===== src/rtl/mem_array_pkg.sv =====
// Shared constants for the array-payload pipeline: default geometry and the
// beat counter width, plus the flat payload size helper used by the top.
package mem_array_pkg;
  localparam int WIDTH_DEF  = 16;
  localparam int ROWS_DEF   = 4;
  localparam int COLS_DEF   = 5;
  localparam int DEPTH_DEF  = 2;
  localparam int BEAT_CNT_W = 16;

  // Bits needed for scalar + 1-D + 2-D elements packed side by side
  function automatic int payload_bits(int width, int rows, int cols);
    return width * (1 + rows + rows * cols);
  endfunction
endpackage


===== src/rtl/mem_array_skid.sv =====
// One 2-entry skid stage over a flat payload. in_ready comes straight from the
// skid flag, so no combinational ready path crosses the stage.
module mem_array_skid #(
  parameter int PW = 16
) (
  input  logic          clk,
  input  logic          rst,
  input  logic          in_valid,
  output logic          in_ready,
  input  logic [PW-1:0] in_data,
  output logic          out_valid,
  input  logic          out_ready,
  output logic [PW-1:0] out_data
);
  logic          main_valid, skid_valid;
  logic [PW-1:0] main_data, skid_data;
  logic          take_in, load_main;

  // Input is accepted only while the skid slot is free; main advances when empty or drained
  assign take_in   = in_valid && !skid_valid;
  assign load_main = !main_valid || out_ready;

  // Main/skid update: skid drains first, otherwise a new beat lands in main,
  // and only a beat arriving against a stalled, full main is parked in skid
  always_ff @(posedge clk) begin
    if (rst) begin
      main_valid <= 1'b0;
      skid_valid <= 1'b0;
      main_data  <= '0;
      skid_data  <= '0;
    end else if (load_main) begin
      if (skid_valid) begin
        main_data  <= skid_data;
        main_valid <= 1'b1;
        skid_valid <= 1'b0;
      end else if (take_in) begin
        main_data  <= in_data;
        main_valid <= 1'b1;
      end else begin
        main_valid <= 1'b0;
      end
    end else if (take_in) begin
      skid_data  <= in_data;
      skid_valid <= 1'b1;
    end
  end

  assign in_ready  = !skid_valid;
  assign out_valid = main_valid;
  assign out_data  = main_data;
endmodule


===== src/rtl/mem_array_pipe.sv =====
// Back-pressurable DEPTH-stage pipeline carrying a scalar, a 1-D and a 2-D
// array payload as one beat, with an output handshake counter.
// Optional feature macro: MEM_ARRAY_PIPE_PARITY_EN adds o_parity, the XOR of
// every input element, carried alongside the beat.
module mem_array_pipe
  import mem_array_pkg::*;
#(
  parameter int WIDTH = WIDTH_DEF,
  parameter int ROWS  = ROWS_DEF,
  parameter int COLS  = COLS_DEF,
  parameter int DEPTH = DEPTH_DEF
) (
  input  logic                  clk,
  input  logic                  rst,
  input  logic                  in_valid,
  output logic                  in_ready,
  input  logic [WIDTH-1:0]      i3,
  input  logic [WIDTH-1:0]      i34  [ROWS],
  input  logic [WIDTH-1:0]      i345 [ROWS][COLS],
  output logic                  out_valid,
  input  logic                  out_ready,
  output logic [WIDTH-1:0]      o3,
  output logic [WIDTH-1:0]      o34  [ROWS],
  output logic [WIDTH-1:0]      o345 [ROWS][COLS],
  output logic [BEAT_CNT_W-1:0] beat_cnt
`ifdef MEM_ARRAY_PIPE_PARITY_EN
  ,
  output logic [WIDTH-1:0]      o_parity
`endif
);
  localparam int DW = payload_bits(WIDTH, ROWS, COLS);
`ifdef MEM_ARRAY_PIPE_PARITY_EN
  localparam int PW = DW + WIDTH;
`else
  localparam int PW = DW;
`endif

  logic [DEPTH:0]         vld_pipe, rdy_pipe;
  logic [DEPTH:0][PW-1:0] dat_pipe;
  logic [PW-1:0]          in_flat, out_flat;
`ifdef MEM_ARRAY_PIPE_PARITY_EN
  logic [WIDTH-1:0]       par;
`endif

  // Pack scalar, rows, then row-major 2-D elements into one flat word (parity on top)
  always_comb begin
    in_flat = '0;
    in_flat[WIDTH-1:0] = i3;
    for (int r = 0; r < ROWS; r++) begin
      in_flat[WIDTH*(1+r) +: WIDTH] = i34[r];
      for (int c = 0; c < COLS; c++)
        in_flat[WIDTH*(1+ROWS+r*COLS+c) +: WIDTH] = i345[r][c];
    end
`ifdef MEM_ARRAY_PIPE_PARITY_EN
    par = i3;
    for (int r = 0; r < ROWS; r++) begin
      par = par ^ i34[r];
      for (int c = 0; c < COLS; c++)
        par = par ^ i345[r][c];
    end
    in_flat[PW-1 -: WIDTH] = par;
`endif
  end

  assign vld_pipe[0]     = in_valid;
  assign dat_pipe[0]     = in_flat;
  assign in_ready        = rdy_pipe[0];
  assign rdy_pipe[DEPTH] = out_ready;
  assign out_valid       = vld_pipe[DEPTH];
  assign out_flat        = dat_pipe[DEPTH];

  for (genvar g = 0; g < DEPTH; g++) begin : g_stage
    mem_array_skid #(.PW(PW)) u_skid (
      .clk       (clk),
      .rst       (rst),
      .in_valid  (vld_pipe[g]),
      .in_ready  (rdy_pipe[g]),
      .in_data   (dat_pipe[g]),
      .out_valid (vld_pipe[g+1]),
      .out_ready (rdy_pipe[g+1]),
      .out_data  (dat_pipe[g+1])
    );
  end

  // Unpack the last stage back onto the array ports with the same index mapping
  always_comb begin
    o3 = out_flat[WIDTH-1:0];
    for (int r = 0; r < ROWS; r++) begin
      o34[r] = out_flat[WIDTH*(1+r) +: WIDTH];
      for (int c = 0; c < COLS; c++)
        o345[r][c] = out_flat[WIDTH*(1+ROWS+r*COLS+c) +: WIDTH];
    end
  end

`ifdef MEM_ARRAY_PIPE_PARITY_EN
  assign o_parity = out_flat[PW-1 -: WIDTH];
`endif

  // Count output handshakes; wraps naturally at the counter width
  always_ff @(posedge clk) begin
    if (rst)
      beat_cnt <= '0;
    else if (out_valid && out_ready)
      beat_cnt <= beat_cnt + 1'b1;
  end
endmodule


===== config.mk =====
export PLATFORM = sky130hd
export DESIGN_NAME = mem_array_pipe
export DESIGN_NICKNAME = d
export VERILOG_FILES = /design/src/rtl/mem_array_pkg.sv /design/src/rtl/mem_array_skid.sv /design/src/rtl/mem_array_pipe.sv
export SDC_FILE = /design/constraint.sdc
export NUM_CORES = 2
export LEC_CHECK = 0
export BUFFER_PORTS_ARGS = -buffer_cell sky130_fd_sc_hd__buf_4
export CORE_ASPECT_RATIO = 1.5
export CORE_MARGIN = 8
export CORE_UTILIZATION = 58
export DETAILED_ROUTE_END_ITERATION = 10
export PLACE_DENSITY = 0.8
export RECOVER_POWER = 100
export SYNTH_ARGS = -nofsm -noshare
export SYNTH_HDL_FRONTEND = slang
export SYNTH_SLANG_ARGS = --single-unit

===== constraint.sdc =====
create_clock -name clk -period 1.9 [get_ports clk]
set_clock_uncertainty 0.05 [all_clocks]
set_input_delay 0.19 -clock clk [delete_from_list [all_inputs] [get_ports clk]]
set_output_delay 0.19 -clock clk [all_outputs]
set_load 0.02 [all_outputs]

Yosys cells after proc, flatten, opt, wreduce, memory -nomap -nowiden --
Cells that the tools add are included.
Word-level totals: memory bits (writable) 0, output and inout bits 418, bits in latches 0, memory bits (read-only) 0, input port bits 404, register bits after elaboration 1620, word-level logic and storage cells 37, memories kept 0
Cells by class: reduce and logical (&&, ||, !) cells 17, bitwise logic cells 2, muxes and demuxes 8, order comparisons 0, $add $sub $neg 1, shifts and indexed selects 0, divide/modulo/power cells 0, multiply operators 0, eq/ne operators 0
Operator list (count):
- $mux 400 | 4
- $add 16x1->16 const B | 1
- $reduce_and 2->1 | 4
- $logic_not 1->1 | 4
- $mux 1 | 4
- $reduce_bool 2->1 | 2
- $reduce_or 2->1 | 2
- $logic_and 1x1->1 | 3
- $logic_or 1x1->1 | 2
- $not 1->1 | 2

Depth between registers and ports, before layout --
word-level depth 4, depth in mapped cells 7, gate-level depth less buffers 5

By module --
From an unflattened synthesis, not the netlist that was laid out.
Second synthesis, totals: cell total of the unflattened synthesis 7226, area total of the unflattened synthesis 68320.5 sq um
By module, submodules not included:
- mem_array_skid | area an instance 33792.4 sq um, seq. area each 16055.4 sq um, cells an instance 3570, times used 2
- mem_array_pipe | area an instance 735.7 sq um, seq. area each 320.3 sq um, cells an instance 86, times used 1

Worst setup path before layout --
OpenSTA, ideal clock, no wires.
path kind reg2reg, start reg g_stage[1].u_skid.main_valid, end reg beat_cnt[15], cell stages (with the launch flop) 5, data required time 1.729 ns, period minus slack after synthesis 1.806 ns, setup slack 0.094 ns, setup time 0.121 ns, arrival 1.636 ns, cells stage by stage dfxtp_1 -> nand3_2 -> nor4_2 -> nor3b_1 -> mux2_2
On the way: longest elaborated chain between the ends 1
RTL lines:
- start: declaration | line mem_array_skid.sv:15 | logic main_valid, skid_valid;
- start signal: assignment | line mem_array_skid.sv:27 | main_valid <= 1'b0;
- start signal: assignment | line mem_array_skid.sv:34 | main_valid <= 1'b1;
- start signal: assignment | line mem_array_skid.sv:38 | main_valid <= 1'b1;
- $logic_and 1x1->1 | line mem_array_pipe.sv:103 | else if (out_valid && out_ready)
- end signal: assignment | line mem_array_pipe.sv:104 | beat_cnt <= beat_cnt + 1'b1;
- end: declaration | line mem_array_pipe.sv:25 | output logic [BEAT_CNT_W-1:0] beat_cnt
Every way passes these cells. A chain may end at the register's enable or synchronous reset.

Worst setup path in the final report --
start reg g_stage[0].u_skid.main_valid, end reg g_stage[0].u_skid.main_data[222]
On the way: longest elaborated chain between the ends 3
RTL lines:
- start: declaration | line mem_array_skid.sv:15
- start signal: assignment | line mem_array_skid.sv:27
- start signal: assignment | line mem_array_skid.sv:34
- start signal: assignment | line mem_array_skid.sv:38
- $logic_not 1->1 | line mem_array_skid.sv:21 | assign load_main = !main_valid || out_ready;
- $logic_or 1x1->1 | line mem_array_skid.sv:21
- $reduce_and 2->1 (no line)
- end signal: assignment | line mem_array_skid.sv:33 | main_data <= skid_data;
- end signal: assignment | line mem_array_skid.sv:37 | main_data <= in_data;
- end: declaration | line mem_array_skid.sv:16 | logic [PW-1:0] main_data, skid_data;
Every way passes these cells.

==> summary.txt <==
Placed design
  • Placed insts: 9,047
  • Final Wtd Congestion: 0.9164
  • DP Wirelength: 129,000 um
  • I/O Buffers: 821

Logic synthesis
  • Syn_area_per_cell: 8.727 um^2
  • Synth top area cells: dfxtp_1 49%, mux2i_1 12%, nand2_1 9.2%
  • Synthesized area: 65,660 um^2
  • Mapped Cells: 7,524
  • Register area share after synthesis: 49.39%
  • Yosys Warn Count: 0
  • Post-synth net total: 7,929
  • Synth cell types: 33
  • Number of synthesized register bits: 1,620
  • Yosys top cell by area: dfxtp_1
  • Area share of the largest cell type after synthesis: 49.39%

Worst setup path
  • Cell mode on critical path: buf_12
  • Kind of critical path: flop to flop
  • Slowest CP cell: a211oi_1
  • Crit path DAT: 2.52 ns
  • R2R cell count: 7
  • Crit path buffers/inverters: 4
  • Crit Path Max Fanout: 27
  • Top Family by Delay on Critical Path: buffers and inverters
  • Critical-path cell list: buf_4 > a21oi_4 > buf_12 > buf_12 > buf_16 > nor2_1 > a211oi_1
  • Critical path required time: 2.49 ns
  • Levels on crit path: 7
  • CP startpoint kind: flop
  • Largest stage delay, worst path: 0.36 ns
  • Crit end category: flop

Clock tree
  • Skew-Pair Late Insertion Delay: 0.78 ns
  • Root buffer cell: clkbuf_16
  • Clock sinks: 1,620
  • CTS Buf Count: 147
  • CTS clk-pin slew, worst paths: 0.07 ns
  • Clock Path Buffers: 3
  • Clock H-tree levels: 4
  • TritonCTS clock tree: done

Global routing
  • First-pass GRT wire length: 312,100 um
  • Global route overflow: 0
  • Largest net degree at the start of global routing: 103
  • All-layer global routing usage: 30.86%
  • Vias in the first global route: 56,140
  • Initial antenna violation count: 38

Floorplanning
  • CORE AREA: 112,600 um^2
  • Die Area: 124,500 um^2
  • Die width: 290.7 um
  • Ports: 822
  • Initial Utilization: 58.31%
  • Die height: 428.1 um
  • Row count: 151

Routing
  • Routed WL: 205,300 um
  • # DRC: 0
  • Drt via density: 5.859
  • DRT Pass-1 Iters: 7
  • WL/cell: 21.04 um
  • Routed Antenna Nets: 0
  • DR iter-0 viols: 4,687
  • Vias: 57,190

Timing
  • Hold WS: 0.1639 ns
  • Setup WS post-layout: -0.02961 ns
  • Hold Vio Cnt, Final: 0
  • Tmin final: 1.930 ns
  • Rel. slew slack: 39.85%
  • RSZ-0062 raised after global routing: yes
  • Endpoints failing setup: 1
  • Worst-Margin Slew: 0.9022 ns
  • Slew Limit Fails: 0
  • Maximum clock frequency: 518.2 MHz
  • Crit share post-route: 101.6%
  • Fin Setup TNS: -0.02961 ns

Power and ir drop
  • Static Leak: 28.61 nW
  • Max VDD drop: 860.2 uV
  • Design Power: 75.02 mW
  • Pwr Density: 926.3 nW/um^2

Final layout
  • Cell Count, Final, Fillers Out: 9,761
  • Layout cell share with drive strength beyond 1: 16.28%
  • Fillcell total: 7,352
  • Area added between synthesis and finish: 23.34%
  • Core Util, Final: 71.92%
  • Register area: 32,440 um^2
  • Area occupied by multi-input gates: 27,580 um^2
  • Fin nets: 8,563

Min path
  • Hold Path Stages: 4
  • Min-Delay Path Class: input port to flop

Run status
  • Failing checks: setup timing
  • Status: complete, but fails checks

Job
  • # Max-Cap Violations: 0
flip-flops by register name (all words and copies together) (netlist names):
register                   count
beat_cnt                      16
g_stage.u_skid.out_data      800
g_stage.u_skid.out_valid       2
g_stage.u_skid.skid_data     800
g_stage.u_skid.skid_valid      2
cells by family after synthesis:
family,after synthesis,synth area share [%]
simple gates,2455,14.20
flops,1620,49.39
compound gates,1610,15.33
buf+inv,1026,8.695
mux,803,12.25
xor+xnor,9,0.1201
fa+ha+maj,1,0.01905
area by class of cell:
cell class,count,area share [%]
flip-flops and latches,1620,40.06
repair buffers,1508,17.38
multi-input cells,4878,34.05
diodes,34,0.1051
clock buffers,224,5.423
inverters,3,0.01390
clock inverters,41,0.7215
well taps,1453,2.245
tightest hold or removal path: stages:
cell and delay [ns]:
dlygate4sd3_1 0.52, buf_4 0.11, nand2_1 0.04, a21oi_1 0.10
synth_stat cells (all sizes together):
master	number
xor2	7
and4	3
buf	694
nor2	816
nand3	6
nor4	1
nor3	4
nand2b	2
nand4	5
and3	1
or3	2
mux2i	800
dfxtp	1620
nor3b	3
nor2b	4
mux2	3
o21ai	2
a211oi	800
xnor2	2
ha	1
inv	3
and2	1
nand3b	1
a21oi	807
nand2	1606
clkbuf	329
a31o	1
worst paths after layout:
check,start,endpoint,slack [ns]
max,g_stage[0].u_skid.out_valid,g_stage[0].u_skid.out_data[222],-0.03
min,i345[294],g_stage[0].u_skid.skid_data[102],0.16
max reg2reg,g_stage[0].u_skid.out_valid,g_stage[0].u_skid.out_data[222],-0.03
min reg2reg,g_stage[0].u_skid.skid_data[216],g_stage[0].u_skid.skid_data[216],0.40
where the power goes:
group	internal [mW]	leakage (nW)	switching [mW]
clock network	17.5	2.44	13.2
registers	35.3	13.2	1.07
logic	3.49	12.9	4.48
layout by cell type, fill, tap and decap left out, drive strengths merged:
| master | netlist | routed |
|---|---|---|
| dfxtp | 1620 | 1620 |
| nand2 | 1606 | 1606 |
| buf | 694 | 1093 |
| nor2 | 816 | 816 |
| a21oi | 807 | 807 |
| mux2i | 800 | 800 |
| a211oi | 800 | 800 |
| dlygate4sd3 | 0 | 404 |
| clkbuf | 329 | 235 |
| diode | 0 | 34 |
| clkinv | 0 | 22 |
| bufinv | 0 | 11 |
| inv | 3 | 9 |
| xor2 | 7 | 7 |
| nand3 | 6 | 6 |
| nand4 | 5 | 5 |
| nor3 | 4 | 4 |
| nor2b | 4 | 4 |
| and4 | 3 | 3 |
| mux2 | 3 | 3 |
| nor3b | 3 | 3 |
| nand2b | 2 | 2 |
| o21ai | 2 | 2 |
| or3 | 2 | 2 |
| xnor2 | 2 | 2 |
| clkinvlp | 0 | 2 |
| nand3b | 1 | 1 |
| nor4 | 1 | 1 |
| and2 | 1 | 1 |
| and3 | 1 | 1 |
| a31o | 1 | 1 |
| ha | 1 | 1 |
per-stage QoR:
stage	worst slack, ns	instance area [um^2]
after floorplan	0.09369	65660
final	-0.02961	80980
after global routing	-0.1121	80950
after global placement	0.1358	71620
after CTS	0.02453	80640
after detailed placement	0.05842	71620
metal layers:
| layer | wire length, um | global-route usage [%] |
|---|---|---|
| met5 | 126 | 0 |
| met4 | 15780 | 22.19 |
| met3 | 17770 | 7.455 |
| met2 | 95170 | 50.03 |
| met1 | 76490 | 35.56 |
what timing repair did:
item                                    in CTS  in global routing
resized for setup                            0                 21
setup buffers                                0                  6
endpoints found under the setup margin       0                110
hold buffers                               404                  0
endpoints found under the hold margin      859                  0
No activity file was read; power rests on OpenSTA's default activity.
